===== src/rtl/mfu_pkg.sv =====
// Shared types, widths and brick-mapping helpers for the m_fu fused multiplier.
package mfu_pkg;

  localparam int unsigned OP_W    = 8;
  localparam int unsigned RES_W   = 16;
  localparam int unsigned BRICK_W = 2;
  localparam int unsigned N_SLICE = OP_W / BRICK_W;

  typedef enum logic [1:0] {
    MODE_8B   = 2'd0,
    MODE_4B   = 2'd1,
    MODE_2B   = 2'd2,
    MODE_RSVD = 2'd3
  } mode_t;

  // A slice is signed iff it is the top slice of its current sub-word.
  function automatic logic slice_signed(mode_t m, int unsigned idx);
    case (m)
      MODE_8B: return (idx == N_SLICE - 1);
      MODE_4B: return (idx % 2 == 1);
      MODE_2B: return 1'b1;
      default: return 1'b0;
    endcase
  endfunction

  // A brick contributes only when both of its slices belong to the same sub-word pair.
  function automatic logic brick_active(mode_t m, int unsigned i, int unsigned j);
    case (m)
      MODE_8B: return 1'b1;
      MODE_4B: return (i / 2 == j / 2);
      MODE_2B: return (i == j);
      default: return 1'b0;
    endcase
  endfunction

  // Left shift of a brick product, by its position within its sub-word pair.
  function automatic int unsigned brick_shift(mode_t m, int unsigned i, int unsigned j);
    case (m)
      MODE_8B: return BRICK_W * (i + j);
      MODE_4B: return BRICK_W * ((i % 2) + (j % 2));
      default: return 0;
    endcase
  endfunction

endpackage


===== src/rtl/mfu_bitbrick.sv =====
// 2x2-bit multiplier with per-operand signedness; produces a signed 6-bit product.
module mfu_bitbrick
  import mfu_pkg::*;
(
  input  logic [BRICK_W-1:0]          a,
  input  logic [BRICK_W-1:0]          b,
  input  logic                        sign_a,
  input  logic                        sign_b,
  output logic signed [2*BRICK_W+1:0] p
);

  logic signed [BRICK_W:0]     a_x, b_x;
  logic signed [2*BRICK_W+1:0] a_w, b_w;

  // Extend each operand to 3 bits (signed or unsigned), then multiply.
  always_comb begin
    a_x = {sign_a & a[BRICK_W-1], a};
    b_x = {sign_b & b[BRICK_W-1], b};
    a_w = (2*BRICK_W+2)'(a_x);
    b_w = (2*BRICK_W+2)'(b_x);
    p   = a_w * b_w;
  end

endmodule


===== src/rtl/m_fu.sv =====
// Bit-Fusion style multi-precision multiplier: 8x8, 2x(4x4) or 4x(2x2) dot product.
// Optional macro MFU_INPUT_REG_EN adds an input register stage (latency 2 instead of 1).
module m_fu
  import mfu_pkg::*;
(
  input  logic                    clk,
  input  logic                    nrst,
  input  logic [OP_W-1:0]         a,
  input  logic [OP_W-1:0]         b,
  input  logic [1:0]              mode,
  output logic signed [RES_W-1:0] p
);

  logic [OP_W-1:0] a_op, b_op;
  mode_t           mode_op;

`ifdef MFU_INPUT_REG_EN
  logic [OP_W-1:0] a_q, b_q;
  mode_t           mode_q;

  // Input capture stage, cleared asynchronously.
  always_ff @(posedge clk or negedge nrst) begin
    if (!nrst) begin
      a_q    <= '0;
      b_q    <= '0;
      mode_q <= MODE_8B;
    end else begin
      a_q    <= a;
      b_q    <= b;
      mode_q <= mode_t'(mode);
    end
  end

  assign a_op    = a_q;
  assign b_op    = b_q;
  assign mode_op = mode_q;
`else
  assign a_op    = a;
  assign b_op    = b;
  assign mode_op = mode_t'(mode);
`endif

  logic [N_SLICE-1:0]          sgn;
  logic signed [2*BRICK_W+1:0] prod [N_SLICE*N_SLICE];
  logic signed [RES_W-1:0]     sum_d;
  logic signed [RES_W-1:0]     p_q;

  // Per-slice sign flags; a and b share the same packing, so one vector serves both.
  always_comb begin
    sgn = '0;
    for (int unsigned k = 0; k < N_SLICE; k++) begin
      sgn[k] = slice_signed(mode_op, k);
    end
  end

  for (genvar gi = 0; gi < N_SLICE; gi++) begin : g_a
    for (genvar gj = 0; gj < N_SLICE; gj++) begin : g_b
      mfu_bitbrick u_brick (
        .a      (a_op[BRICK_W*gi +: BRICK_W]),
        .b      (b_op[BRICK_W*gj +: BRICK_W]),
        .sign_a (sgn[gi]),
        .sign_b (sgn[gj]),
        .p      (prod[gi*N_SLICE + gj])
      );
    end
  end

  // Shift-add tree: sign-extend each active brick, shift by position, accumulate.
  always_comb begin
    logic signed [RES_W-1:0] ext;
    sum_d = '0;
    ext   = '0;
    for (int unsigned i = 0; i < N_SLICE; i++) begin
      for (int unsigned j = 0; j < N_SLICE; j++) begin
        ext = {{(RES_W-2*BRICK_W-2){prod[i*N_SLICE+j][2*BRICK_W+1]}}, prod[i*N_SLICE+j]};
        if (brick_active(mode_op, i, j)) begin
          sum_d = sum_d + (ext <<< brick_shift(mode_op, i, j));
        end
      end
    end
  end

  // Result register, cleared asynchronously.
  always_ff @(posedge clk or negedge nrst) begin
    if (!nrst) p_q <= '0;
    else       p_q <= sum_d;
  end

  assign p = p_q;

endmodule


===== config.mk =====
export PLATFORM = sky130hd
export DESIGN_NAME = m_fu
export DESIGN_NICKNAME = d
export VERILOG_FILES = /design/src/rtl/mfu_pkg.sv /design/src/rtl/mfu_bitbrick.sv /design/src/rtl/m_fu.sv
export SDC_FILE = /design/constraint.sdc
export NUM_CORES = 1
export LEC_CHECK = 0
export ABC_CLOCK_PERIOD_IN_PS = 1050
export CAP_MARGIN = 20
export CORE_ASPECT_RATIO = 0.9
export CORE_MARGIN = 1.5
export CORE_UTILIZATION = 40
export CTS_CLUSTER_SIZE = 28
export DETAILED_ROUTE_END_ITERATION = 12
export PLACE_DENSITY = 0.6
export SKIP_CTS_REPAIR_TIMING = 1
export SLEW_MARGIN = 25
export SYNTH_ARGS = -nofsm -noshare
export SYNTH_HDL_FRONTEND = slang
export SYNTH_HIERARCHICAL = 1
export SYNTH_SLANG_ARGS = --single-unit
export TNS_END_PERCENT = 20

===== constraint.sdc =====
create_clock -name clk -period 1.05 [get_ports clk]
set_clock_uncertainty 0.15 [all_clocks]
set_input_delay 0.21 -clock clk [delete_from_list [all_inputs] [get_ports clk]]
set_output_delay 0.21 -clock clk [all_outputs]
set_load 0.01 [all_outputs]

==> metrics <==
startpoint types=input port; leakage=0.0143 uW; Ys Warns=6; CP arrival=16.68 ns; Post-Layout Inst Area=0.0263 mm2; Tcrit/Tclk final=1590%; DIE HEIGHT=202 um; #FFs+latches synth=16; Hold Path Class=input port to asynchronous set/reset pin; Core Rows=72; Num Clock Sinks=16; Area Overhead vs Synth=49.2%; CTS buffer count=3; DRT antenna net count=0; CP Capture Type=flop; number of top-level pins=36; Peak Freq=59.9 MHz; RSZ-0062 raised after global routing=true; CP bufs+invs=4; Seq pwr share=1.3%; # diodes=0; DRC=0; internal power=46,100 uW; Placed Instance Area=0.0248 mm2; Mapped Avg Cell Area=7.08 um2; share of power burned in the clock network=0.9%; ys flop type=dfrtp_1; Max Cap Viol=0; initial core utilization=40.8%; number of synthesized flops with an enable pin=0; drt initial violations=1,325; post-synthesis sequential area ratio=2.27%; Worst Max-Slew Pin Slew=1.04 ns; CTS tree=done; layout cell share with drive strength beyond 1=35.2%; min Tclk post-route=16.69 ns; core area=0.0432 mm2; PwrDens=3150 mW/mm2; Post-synth ARST share=100%; total power=82,900 uW; Post-Syn Instances=2,490; Max-slew headroom=30.3%; vias in the first global route=19,600; H-Tree Depth=1; Final setup viols=32; Slew Viols, Final=0; post-synthesis cell area=0.0176 mm2; max incr delay on CP=0.53 ns; kind of critical path=input port to flop; clk buf depth=2; Fillers=3,968; GRT Residual Overflow=0; critical path's slowest cell=fa_1; Synth cell types=69; first-pass GRT wire length=98.4 mm; GRT Overall Usage=26.5%; Register Area=400 um2; Final Hold Vio Count=0; switching pwr=36,800 uW; Mapped Nets=2,894; Die W=224 um; status=finished with violations; post-route setup slack=-15.64 ns; multi-input logic area=0.0179 mm2; RD Place Congestion=0.956; Logic pwr share=97.8%; drt via density=5.31; drt total wl=62.8 mm; clock-pin slew on the worst setup and hold paths=0.05 ns; CP Max Fanout=11; Vias=20,300; CP required=1.04 ns; Sw Share=44.4%; Die ar.=0.0453 mm2; DP HPWL=50.2 mm; failing checks=negative setup slack; largest net degree at the start of global routing=99; number of port buffers=35; Peak supply drop=0.00202 V; initial antenna violation count=0; root buf cell=clkbuf_16; fin nets=3,678; max FFs per register=16; wire per inst=16.4 um; drt first pass iters=5; cell family with most CP delay=adder cells
[layout make-up]
type	count	share of cell area (%)
repair buffers	852	24.6
multi-input cells	2198	68.0
well taps	555	2.64
flip-flops and latches	16	1.52
inverters	203	2.97
clock buffers	3	0.285
[metrics by stage]
| stage | hold WS [ns] | util, % | cells | setup TNS (ns) | setup WS, ns |
|---|---|---|---|---|---|
| 2_1_floorplan | -0.236 | - | 2490 | -206.37 | -15.11 |
| 3_3_place_gp | 0.404 | 57.4 | 3778 | -228.43 | -16.38 |
| 3_5_place_dp | 0.412 | 57.4 | 3778 | -231.99 | -16.75 |
| 4_1_cts | 0.141 | 57.6 | 3781 | -232.79 | -16.52 |
| 5_1_grt | 0.173 | 60.8 | 3827 | -229.59 | -16.56 |
| 6_report | 0.140 | 60.8 | 3827 | -217.00 | -15.64 |
[cells in the final DEF, fill, tap and decap left out, types with 50 or more instances in the layout]
cell type / netlist / routed
buf_4: 0 / 807
nand2_1: 345 / 322
ha_1: 320 / 262
inv_1: 202 / 192
a21oi_1: 218 / 183
nor2_1: 141 / 132
xnor2_1: 149 / 129
a21o_1: 129 / 128
and2_1: 86 / 83
o21ai_0: 132 / 76
xor2_1: 72 / 68
fa_1: 64 / 62
nor2b_1: 62 / 53
nand3_1: 55 / 52
ha_4: 0 / 50
[logic make-up after synthesis]
| group | count (synthesis) | share of synthesized area, % |
|---|---|---|
| AOI/OAI and AO/OA | 697 | 25.1 |
| xor gates and xnor gates | 224 | 11.4 |
| adders and majority gates | 384 | 30.0 |
| buffers and inverters | 276 | 5.88 |
| DFF | 16 | 2.27 |
| muxes | 43 | 2.57 |
| and+or+nand+nor | 850 | 22.8 |
[path summary, 6_finish.rpt]
path	slack, ns	start	cells past startpoint	endpoint
worst max-delay path	-15.64	a[1]	89	p[15]
worst min-delay path	0.14	nrst	2	p[15]
max in group asynchronous	0.48	nrst	2	p[5]
min in group clk	0.74	p[6]	1	p[6]
[power by group through the flow]
stage	clock [uW]	sequential, uW	combinational, uW
after floorplan	0	1280	43200
after global placement	0	1100	69400
after detailed placement	0	1110	71700
after CTS	780	1100	72000
after global routing	810	1130	88600
final	760	1100	81100
[synth_stat cells, types with 9 or more instances]
master    count  area share [%]
a31oi_1      29             1.0
mux2_2       18             1.1
a31o_2        9            0.45
a31o_1       16            0.79
o21ai_0     132             3.7
o21bai_1     18            0.77
clkbuf_1     58             1.2
o31ai_1      19            0.81
a211oi_1     13            0.55
inv_1       202             4.3
nand3_1      55             1.6
nor3_1       24            0.68
buf_1        15            0.32
nor2b_1      62             2.2
and2_1       86             3.1
xnor2_1     149             7.4
nor2_1      141             3.0
nand2_2      16            0.57
o21a_1       26             1.1
dfrtp_1      16             2.3
a21oi_1     218             6.2
mux2i_1      25             1.4
or3_1        20            0.71
and3_1       26            0.92
nand2b_1     21            0.75
nand2_1     345             7.3
xor2_1       72             3.6
fa_1         64             7.3
ha_1        320              23
a21o_1      129             5.5
a21boi_0     26             1.1
or2_1        32             1.1
[per-layer routing]
| layer | GRT usage (%) | up-vias | wire length [um] | share of wire (%) |
|---|---|---|---|---|
| li1 | - | 10200 | - | - |
| met1 | 40.0 | 9563 | 31400 | 50 |
| met2 | 42.0 | 492 | 27100 | 43 |
| met3 | 2.17 | 47 | 3490 | 5.6 |
| met4 | 3.00 | 0 | 754 | 1.2 |
| met5 | 0 | - | 0 | 0 |
No activity file was read; power rests on OpenSTA's default activity.
